<file path="config.mk">
export PLATFORM = sky130hd
export DESIGN_NAME = neander_trace_buffer
export DESIGN_NICKNAME = d
export VERILOG_FILES = /design/src/rtl/neander_dbg_pkg.sv /design/src/rtl/trace_ram.sv /design/src/rtl/neander_trace_buffer.sv
export SDC_FILE = /design/constraint.sdc
export NUM_CORES = 1
export LEC_CHECK = 0
export ABC_CLOCK_PERIOD_IN_PS = 3900
export CORE_MARGIN = 1
export CORE_UTILIZATION = 45
export CTS_BUF_LIST = sky130_fd_sc_hd__clkbuf_8 sky130_fd_sc_hd__clkbuf_16
export DETAILED_ROUTE_END_ITERATION = 10
export PLACE_DENSITY = 0.63
export SYNTH_ARGS = -nofsm -noshare
export SYNTH_HDL_FRONTEND = slang
export SYNTH_SLANG_ARGS = --single-unit
</file>
<file path="constraint.sdc">
create_clock -name clk -period 3.9 [get_ports clk]
set_input_delay 0.39 -clock clk [delete_from_list [all_inputs] [get_ports clk]]
set_output_delay 0.39 -clock clk [all_outputs]
set_load 0.01 [all_outputs]
</file>
<file path="src/rtl/neander_dbg_pkg.sv">
// Shared NEANDER debug types: trace FSM states, trace entry layout
// and the default core widths also used by cpu_top.
package neander_dbg_pkg;

    localparam int NEANDER_ADDR_W = 8;
    localparam int NEANDER_DATA_W = 8;
    localparam int TRACE_DEPTH    = 16;

    typedef enum logic [1:0] {
        ST_IDLE,
        ST_ARMED,
        ST_CAPTURE,
        ST_READOUT
    } trace_state_e;

    typedef struct packed {
        logic [NEANDER_ADDR_W-1:0] pc;
        logic [NEANDER_DATA_W-1:0] ac;
    } trace_entry_t;

endpackage

</file>
<file path="src/rtl/trace_ram.sv">
// Trace storage: one synchronous write port, one asynchronous
// read port. Contents are intentionally not reset.
module trace_ram #(
    parameter int DEPTH = 16,
    parameter int WIDTH = 16,
    parameter int AW    = $clog2(DEPTH)
) (
    input  logic             clk,
    input  logic             we,
    input  logic [AW-1:0]    waddr,
    input  logic [WIDTH-1:0] wdata,
    input  logic [AW-1:0]    raddr,
    output logic [WIDTH-1:0] rdata
);

    logic [WIDTH-1:0] mem [DEPTH];

    always_ff @(posedge clk) begin
        if (we) begin
            mem[waddr] <= wdata;
        end
    end

    assign rdata = mem[raddr];

endmodule

</file>
<file path="src/rtl/neander_trace_buffer.sv">
// NEANDER on-chip trace buffer: records {PC, AC} per retired
// instruction, optional PC trigger, oldest-first readout.
module neander_trace_buffer
    import neander_dbg_pkg::*;
#(
    parameter int ADDR_W = NEANDER_ADDR_W,
    parameter int DATA_W = NEANDER_DATA_W,
    parameter int DEPTH  = TRACE_DEPTH,
    parameter int CNT_W  = $clog2(DEPTH + 1)
) (
    input  logic              clk,
    input  logic              rst_n,
    input  logic [ADDR_W-1:0] cpu_pc,
    input  logic [DATA_W-1:0] cpu_ac,
    input  logic              cpu_step,
    input  logic              cfg_arm,
    input  logic              cfg_stop,
    input  logic              cfg_wrap,
    input  logic              trig_en,
    input  logic [ADDR_W-1:0] trig_pc,
    input  logic [CNT_W-1:0]  post_count,
    output logic              rd_valid,
    input  logic              rd_ready,
    output logic [ADDR_W-1:0] rd_pc,
    output logic [DATA_W-1:0] rd_ac,
    output logic              rd_last,
    output logic              busy,
    output logic              triggered,
    output logic              overflow,
    output logic [CNT_W-1:0]  count
);

    localparam int PTR_W = $clog2(DEPTH);
    localparam int ENT_W = ADDR_W + DATA_W;
    localparam logic [CNT_W-1:0] FULL     = CNT_W'(DEPTH);
    localparam logic [CNT_W-1:0] POST_MAX = CNT_W'(DEPTH - 1);
    localparam logic [CNT_W-1:0] ONE      = CNT_W'(1);

    if (DEPTH < 2 || (DEPTH & (DEPTH - 1)) != 0) begin : g_bad_depth
        $error("neander_trace_buffer: DEPTH must be a power of two >= 2");
    end

    trace_state_e      state;
    logic [PTR_W-1:0]  wr_ptr;
    logic [PTR_W-1:0]  rd_ptr;
    logic [CNT_W-1:0]  post_cnt;
    logic [CNT_W-1:0]  remaining;
    logic              wrap_q;
    logic [ADDR_W-1:0] trig_pc_q;
    logic [CNT_W-1:0]  post_q;

    logic              we;
    logic              hit;
    logic              go_rd;
    logic [PTR_W-1:0]  wr_ptr_n;
    logic [CNT_W-1:0]  cnt_n;
    logic [ENT_W-1:0]  rdata;

    always_comb begin
        we    = 1'b0;
        go_rd = 1'b0;
        hit   = (state == ST_ARMED) && cpu_step && (cpu_pc == trig_pc_q);
        unique case (state)
            ST_ARMED:   we = cpu_step && (wrap_q || hit);
            ST_CAPTURE: we = cpu_step;
            default:    we = 1'b0;
        endcase
        wr_ptr_n = we ? wr_ptr + 1'b1 : wr_ptr;
        cnt_n    = (we && count != FULL) ? count + 1'b1 : count;
        unique case (state)
            ST_ARMED:   go_rd = cfg_stop || (hit && post_q == '0);
            ST_CAPTURE: go_rd = cfg_stop ||
                                (we && ((!wrap_q && cnt_n == FULL) ||
                                        (triggered && post_cnt == ONE)));
            default:    go_rd = 1'b0;
        endcase
    end

    always_ff @(posedge clk or negedge rst_n) begin
        if (!rst_n) begin
            state     <= ST_IDLE;
            wr_ptr    <= '0;
            rd_ptr    <= '0;
            count     <= '0;
            post_cnt  <= '0;
            remaining <= '0;
            wrap_q    <= 1'b0;
            trig_pc_q <= '0;
            post_q    <= '0;
            triggered <= 1'b0;
            overflow  <= 1'b0;
        end else begin
            if (we) begin
                wr_ptr <= wr_ptr_n;
                count  <= cnt_n;
                if (count == FULL) overflow <= 1'b1;
            end
            // A full buffer's oldest entry sits at wr_ptr; DEPTH wraps to 0.
            if (go_rd) begin
                state     <= ST_READOUT;
                rd_ptr    <= wr_ptr_n - cnt_n[PTR_W-1:0];
                remaining <= cnt_n;
            end
            unique case (state)
                ST_IDLE: begin
                    if (cfg_arm) begin
                        wrap_q    <= cfg_wrap;
                        trig_pc_q <= trig_pc;
                        post_q    <= (post_count > POST_MAX) ? POST_MAX : post_count;
                        count     <= '0;
                        wr_ptr    <= '0;
                        rd_ptr    <= '0;
                        post_cnt  <= '0;
                        triggered <= 1'b0;
                        overflow  <= 1'b0;
                        state     <= trig_en ? ST_ARMED : ST_CAPTURE;
                    end
                end
                ST_ARMED: begin
                    if (hit) begin
                        triggered <= 1'b1;
                        post_cnt  <= post_q;
                        if (!go_rd) state <= ST_CAPTURE;
                    end
                end
                ST_CAPTURE: begin
                    if (we && triggered) post_cnt <= post_cnt - 1'b1;
                end
                ST_READOUT: begin
                    if (remaining == '0) begin
                        state <= ST_IDLE;
                    end else if (rd_ready) begin
                        rd_ptr    <= rd_ptr + 1'b1;
                        remaining <= remaining - 1'b1;
                        if (remaining == ONE) state <= ST_IDLE;
                    end
                end
                default: state <= ST_IDLE;
            endcase
        end
    end

    trace_ram #(
        .DEPTH (DEPTH),
        .WIDTH (ENT_W),
        .AW    (PTR_W)
    ) u_ram (
        .clk   (clk),
        .we    (we),
        .waddr (wr_ptr),
        .wdata ({cpu_pc, cpu_ac}),
        .raddr (rd_ptr),
        .rdata (rdata)
    );

    assign rd_valid = (state == ST_READOUT) && (remaining != '0);
    assign rd_last  = rd_valid && (remaining == ONE);
    assign rd_pc    = rdata[ENT_W-1:DATA_W];
    assign rd_ac    = rdata[DATA_W-1:0];
    assign busy     = (state != ST_IDLE);

endmodule

</file>
==> metrics.md <==
| Metric | Value |
|---|---|
| Setup repair bufs after CTS | `0` |
| Worst Reg-to-Reg Cells | `13` |
| Placed Area | `between 10000 and 15000 um^2` |
| Num Clock Sinks | `just under 300` |
| Setup TNS | `0 ns` |
| Slack of the worst reg-to-reg path | `around 0.55 ns` |
| CTS buffer count | `30` |
| Vias post-DR | `about 6700` |
| Post-layout util | `a little over half` |
| End of the worst register-to-register path | `rd_ptr[3]` |
| IO Pins | `63` |
| Gpl congestion | `around 0.85` |
| Post-CTS Hold Fix Bufs | `0` |
| Gr ovfl total | `0` |
| DRC Markers | `0` |
| Number of core rows | `60` |
| Synth warnings | `0` |
| Final min period | `3.69 ns` |
| Seq cells post-synth | `around 300` |
| Initial core utilization | `a little under half` |
| Startpoint Class | `flip-flop` |
| CP max-delay cell | `dfrtp_4` |
| Static leakage | `0.00496 uW` |
| PD cells | `622 nW/um^2` |
| GRT Total Usage | `between 15 and 20%` |
| Die area | `~28000 um^2` |
| Max-cap viol count | `0` |
| Hold Path Class | `in2async` |
| Reg2reg start | `state[1]` |
| Die Y | `168 um` |
| Synth Area per Inst | `18.5 um^2` |
| CP max FO | `24` |
| P&R area growth vs syn | `18.8%` |
| Seq/Total Area, Yosys | `roughly 70%` |
| Number of antenna-violating nets in the routed design | `0` |
| WS Path Type | `reg2out` |
| CTS tree | `built` |
| Routed len/inst | `approximately 24 um` |
| Worst-Margin Slew | `1.15 ns` |
| Final HPWL DP | `roughly 17000 um` |
| Layout cell share with drive strength beyond 1 | `approximately 26%` |
| Largest net degree at the start of global routing | `42` |
| Number of global-route vias before repair | `7004` |
| First-pass DRT Iterations | `5` |
| WL final | `roughly 27000 um` |
| PostCTS Resize Cnt | `0` |
| Asr flop ratio synth | `around 14%` |
| Die X | `between 150 and 200 um` |
| Filler cells | `between 2000 and 2500` |
| CTS Buffer Depth | `3` |
| Worst-Skew Late Latency | `roughly 0.55 ns` |
| Setup Viol. Count Final | `0` |
| Worst Path Arrival | `3.30 ns` |
| CP Cell Sequence | `buf_4 -> mux4_2 -> mux4_2 -> clkdlybuf4s50_1` |
| Vias per Instance | `between 5 and 6` |
| CP endpoint kind | `primary output` |
| Final Cycle Share | `94.6%` |
| Max-slew headroom | `about a quarter` |
| Final Hold Fails | `13` |
| Post-Layout Inst Area | `~15000 um^2` |
| Fin nets | `between 800 and 900` |
| Core ar. | `27000 um^2` |
| Mapped Area | `roughly 12000 um^2` |
| H-tree depth | `1` |
| Final setup skew | `around 0.021 ns` |
| DRT iter0 DRCs | `608` |
| VDD IR max | `342 uV` |
| Mapped Cells | `~670` |
| First-pass GRT wire length | `41800 um` |
| Max incr delay on CP | `around 0.75 ns` |
| Port bufs | `62` |
| CTS root buffer | `clkbuf_16` |
| Power, Total | `around 9000 uW` |
| Post-synth EDFFs | `between 200 and 300` |
| Fmax | `0.271 GHz` |
| Required time of the critical path | `around 3.5 ns` |
| Most frequent CP cell | `mux4_2` |
| Synth unique cells | `between 60 and 70` |
| Main flop type after synthesis | `edfxtp_1` |
| Clock slew at reported path FFs | `0.06 ns` |
| Outcome | `finished, violations left` |
| Failing checks | `hold timing` |
| Initial antenna violation count | `0` |
| Max-slew violation count | `0` |
| WHS | `-0.00590 ns` |
| Unrepaired setup endpoints after global routing | `false` |
| Post-Syn Nets | `729` |
| Antenna diodes | `0` |
cell usage after synthesis, types with 2 or more instances:
| master | number | area (um^2) |
|---|---|---|
| a211oi_1 | 2 | 15.0 |
| a21boi_0 | 2 | 15.0 |
| a21oi_1 | 8 | 40.0 |
| a221o_1 | 2 | 20.0 |
| a22oi_1 | 3 | 22.5 |
| and2_1 | 5 | 31.3 |
| and2_2 | 2 | 15.0 |
| and3_1 | 6 | 37.5 |
| and4_1 | 5 | 43.8 |
| and4b_1 | 2 | 20.0 |
| buf_1 | 7 | 26.3 |
| buf_2 | 5 | 25.0 |
| clkbuf_1 | 16 | 60.1 |
| dfrtp_1 | 41 | 1030 |
| edfxtp_1 | 256 | 7690 |
| ha_1 | 19 | 238 |
| inv_1 | 22 | 82.6 |
| mux4_2 | 80 | 1800 |
| nand2_1 | 53 | 199 |
| nand2b_1 | 3 | 18.8 |
| nand3_1 | 6 | 30.0 |
| nand3b_1 | 2 | 15.0 |
| nand4_1 | 2 | 12.5 |
| nand4b_1 | 2 | 17.5 |
| nor2_1 | 24 | 90.1 |
| nor2b_1 | 3 | 18.8 |
| nor3_1 | 7 | 35.0 |
| nor3b_1 | 7 | 52.6 |
| nor4_1 | 3 | 18.8 |
| o21a_1 | 3 | 22.5 |
| o21ai_0 | 14 | 70.1 |
| o22ai_1 | 4 | 25.0 |
| o2bb2ai_1 | 2 | 17.5 |
| o31ai_1 | 3 | 22.5 |
| xnor2_1 | 11 | 96.3 |
| xnor2_2 | 4 | 65.1 |
| xor2_1 | 5 | 43.8 |
report_power, final:
group          switching [uW]  internal [uW]  leakage [uW]  total, uW
combinational            1130           1310       0.00164       2430
clock                    1200           1640      0.000489       2840
sequential                288           3620       0.00283       3910
total                    2610           6570       0.00496       9180
cells in the final DEF, fill, tap and decap left out, drive strengths merged, types with 5 or more instances in the layout:
cell type,n
nand3,6
a21oi,8
and2,8
nor3,7
buf,52
clkbuf,31
and3,7
nor2,24
xnor2,15
clkinv,15
dfrtp,41
mux4,80
edfxtp,256
xor2,5
ha,19
and4,5
nor3b,7
clkdlybuf4s50,61
inv,27
nand2,54
o21ai,15
nor4,5
metrics by stage:
| stage | std cells | hold slack, ns | setup slack (ns) |
|---|---|---|---|
| final | 1151 | -0.00590 | 0.212 |
| after floorplan | 672 | 0.0944 | 0.299 |
| after global routing | 1151 | 0.0542 | 0.0711 |
| after global placement | 1096 | 0.492 | 0.301 |
| after CTS | 1151 | 0.0122 | 0.163 |
| after detailed placement | 1096 | 0.479 | 0.157 |
how the worst max path moves through the flow:
stage	cells after the start	startpoint	end
after global placement	13	cpu_pc[5]	rd_ptr[3]
after CTS	4	rd_ptr[0]	rd_pc[7]
after global routing	4	rd_ptr[0]	rd_pc[7]
after floorplan	10	state[1]	u_ram.mem[4][0]
after detailed placement	13	cpu_pc[5]	rd_ptr[3]
final	4	rd_ptr[0]	rd_pc[7]
metal layers:
metal / vias up / wire length (um) / track usage, %
li1: 2920 / - / -
met1: 3472 / 11700 / 28.3
met2: 242 / 13100 / 32.1
met3: 50 / 1650 / 2.89
met4: 0 / 611 / 5.42
met5: - / 0 / 0
worst max-delay path, delay by kind of cell (launching register included):
| kind | cells | cell delay, ns |
|---|---|---|
| muxes | 2 | 1.07 |
| buffers and inverters | 2 | 0.91 |
| DFF | 1 | 0.75 |
state kept, by name, indices dropped and copies added, names as in the netlist, 4 cells and up:
register and flops:
count 5, post_cnt 5, remaining 5, wr_ptr 4
rd_ptr 4, u_ram.mem 256, post_q 5, trig_pc_q 8
kinds of logic (layout without fill, tap and decap cells):
kind of cell	after synthesis	after routing	synth area share, %
adders and majority gates	20	20	2.08
buffers and inverters	53	191	1.72
and+or+nand+nor	143	143	6.24
xor gates and xnor gates	20	20	1.65
muxes	82	82	14.7
AOI/OAI and AO/OA	57	57	3.49
DFF	297	297	70.2
cell type report:
cell class | count | area, um^2 | share of cell area (%)
Multi-Input combinational cell | 322 | 3520 | 23.9
Clock inverter | 24 | 201 | 1.37
Tap cell | 341 | 427 | 2.89
Inverter | 23 | 86.3 | 0.585
Timing Repair Buffer | 113 | 1020 | 6.94
Clock buffer | 31 | 776 | 5.26
Sequential cell | 297 | 8720 | 59.1
Power figures use the tool's default switching activity.
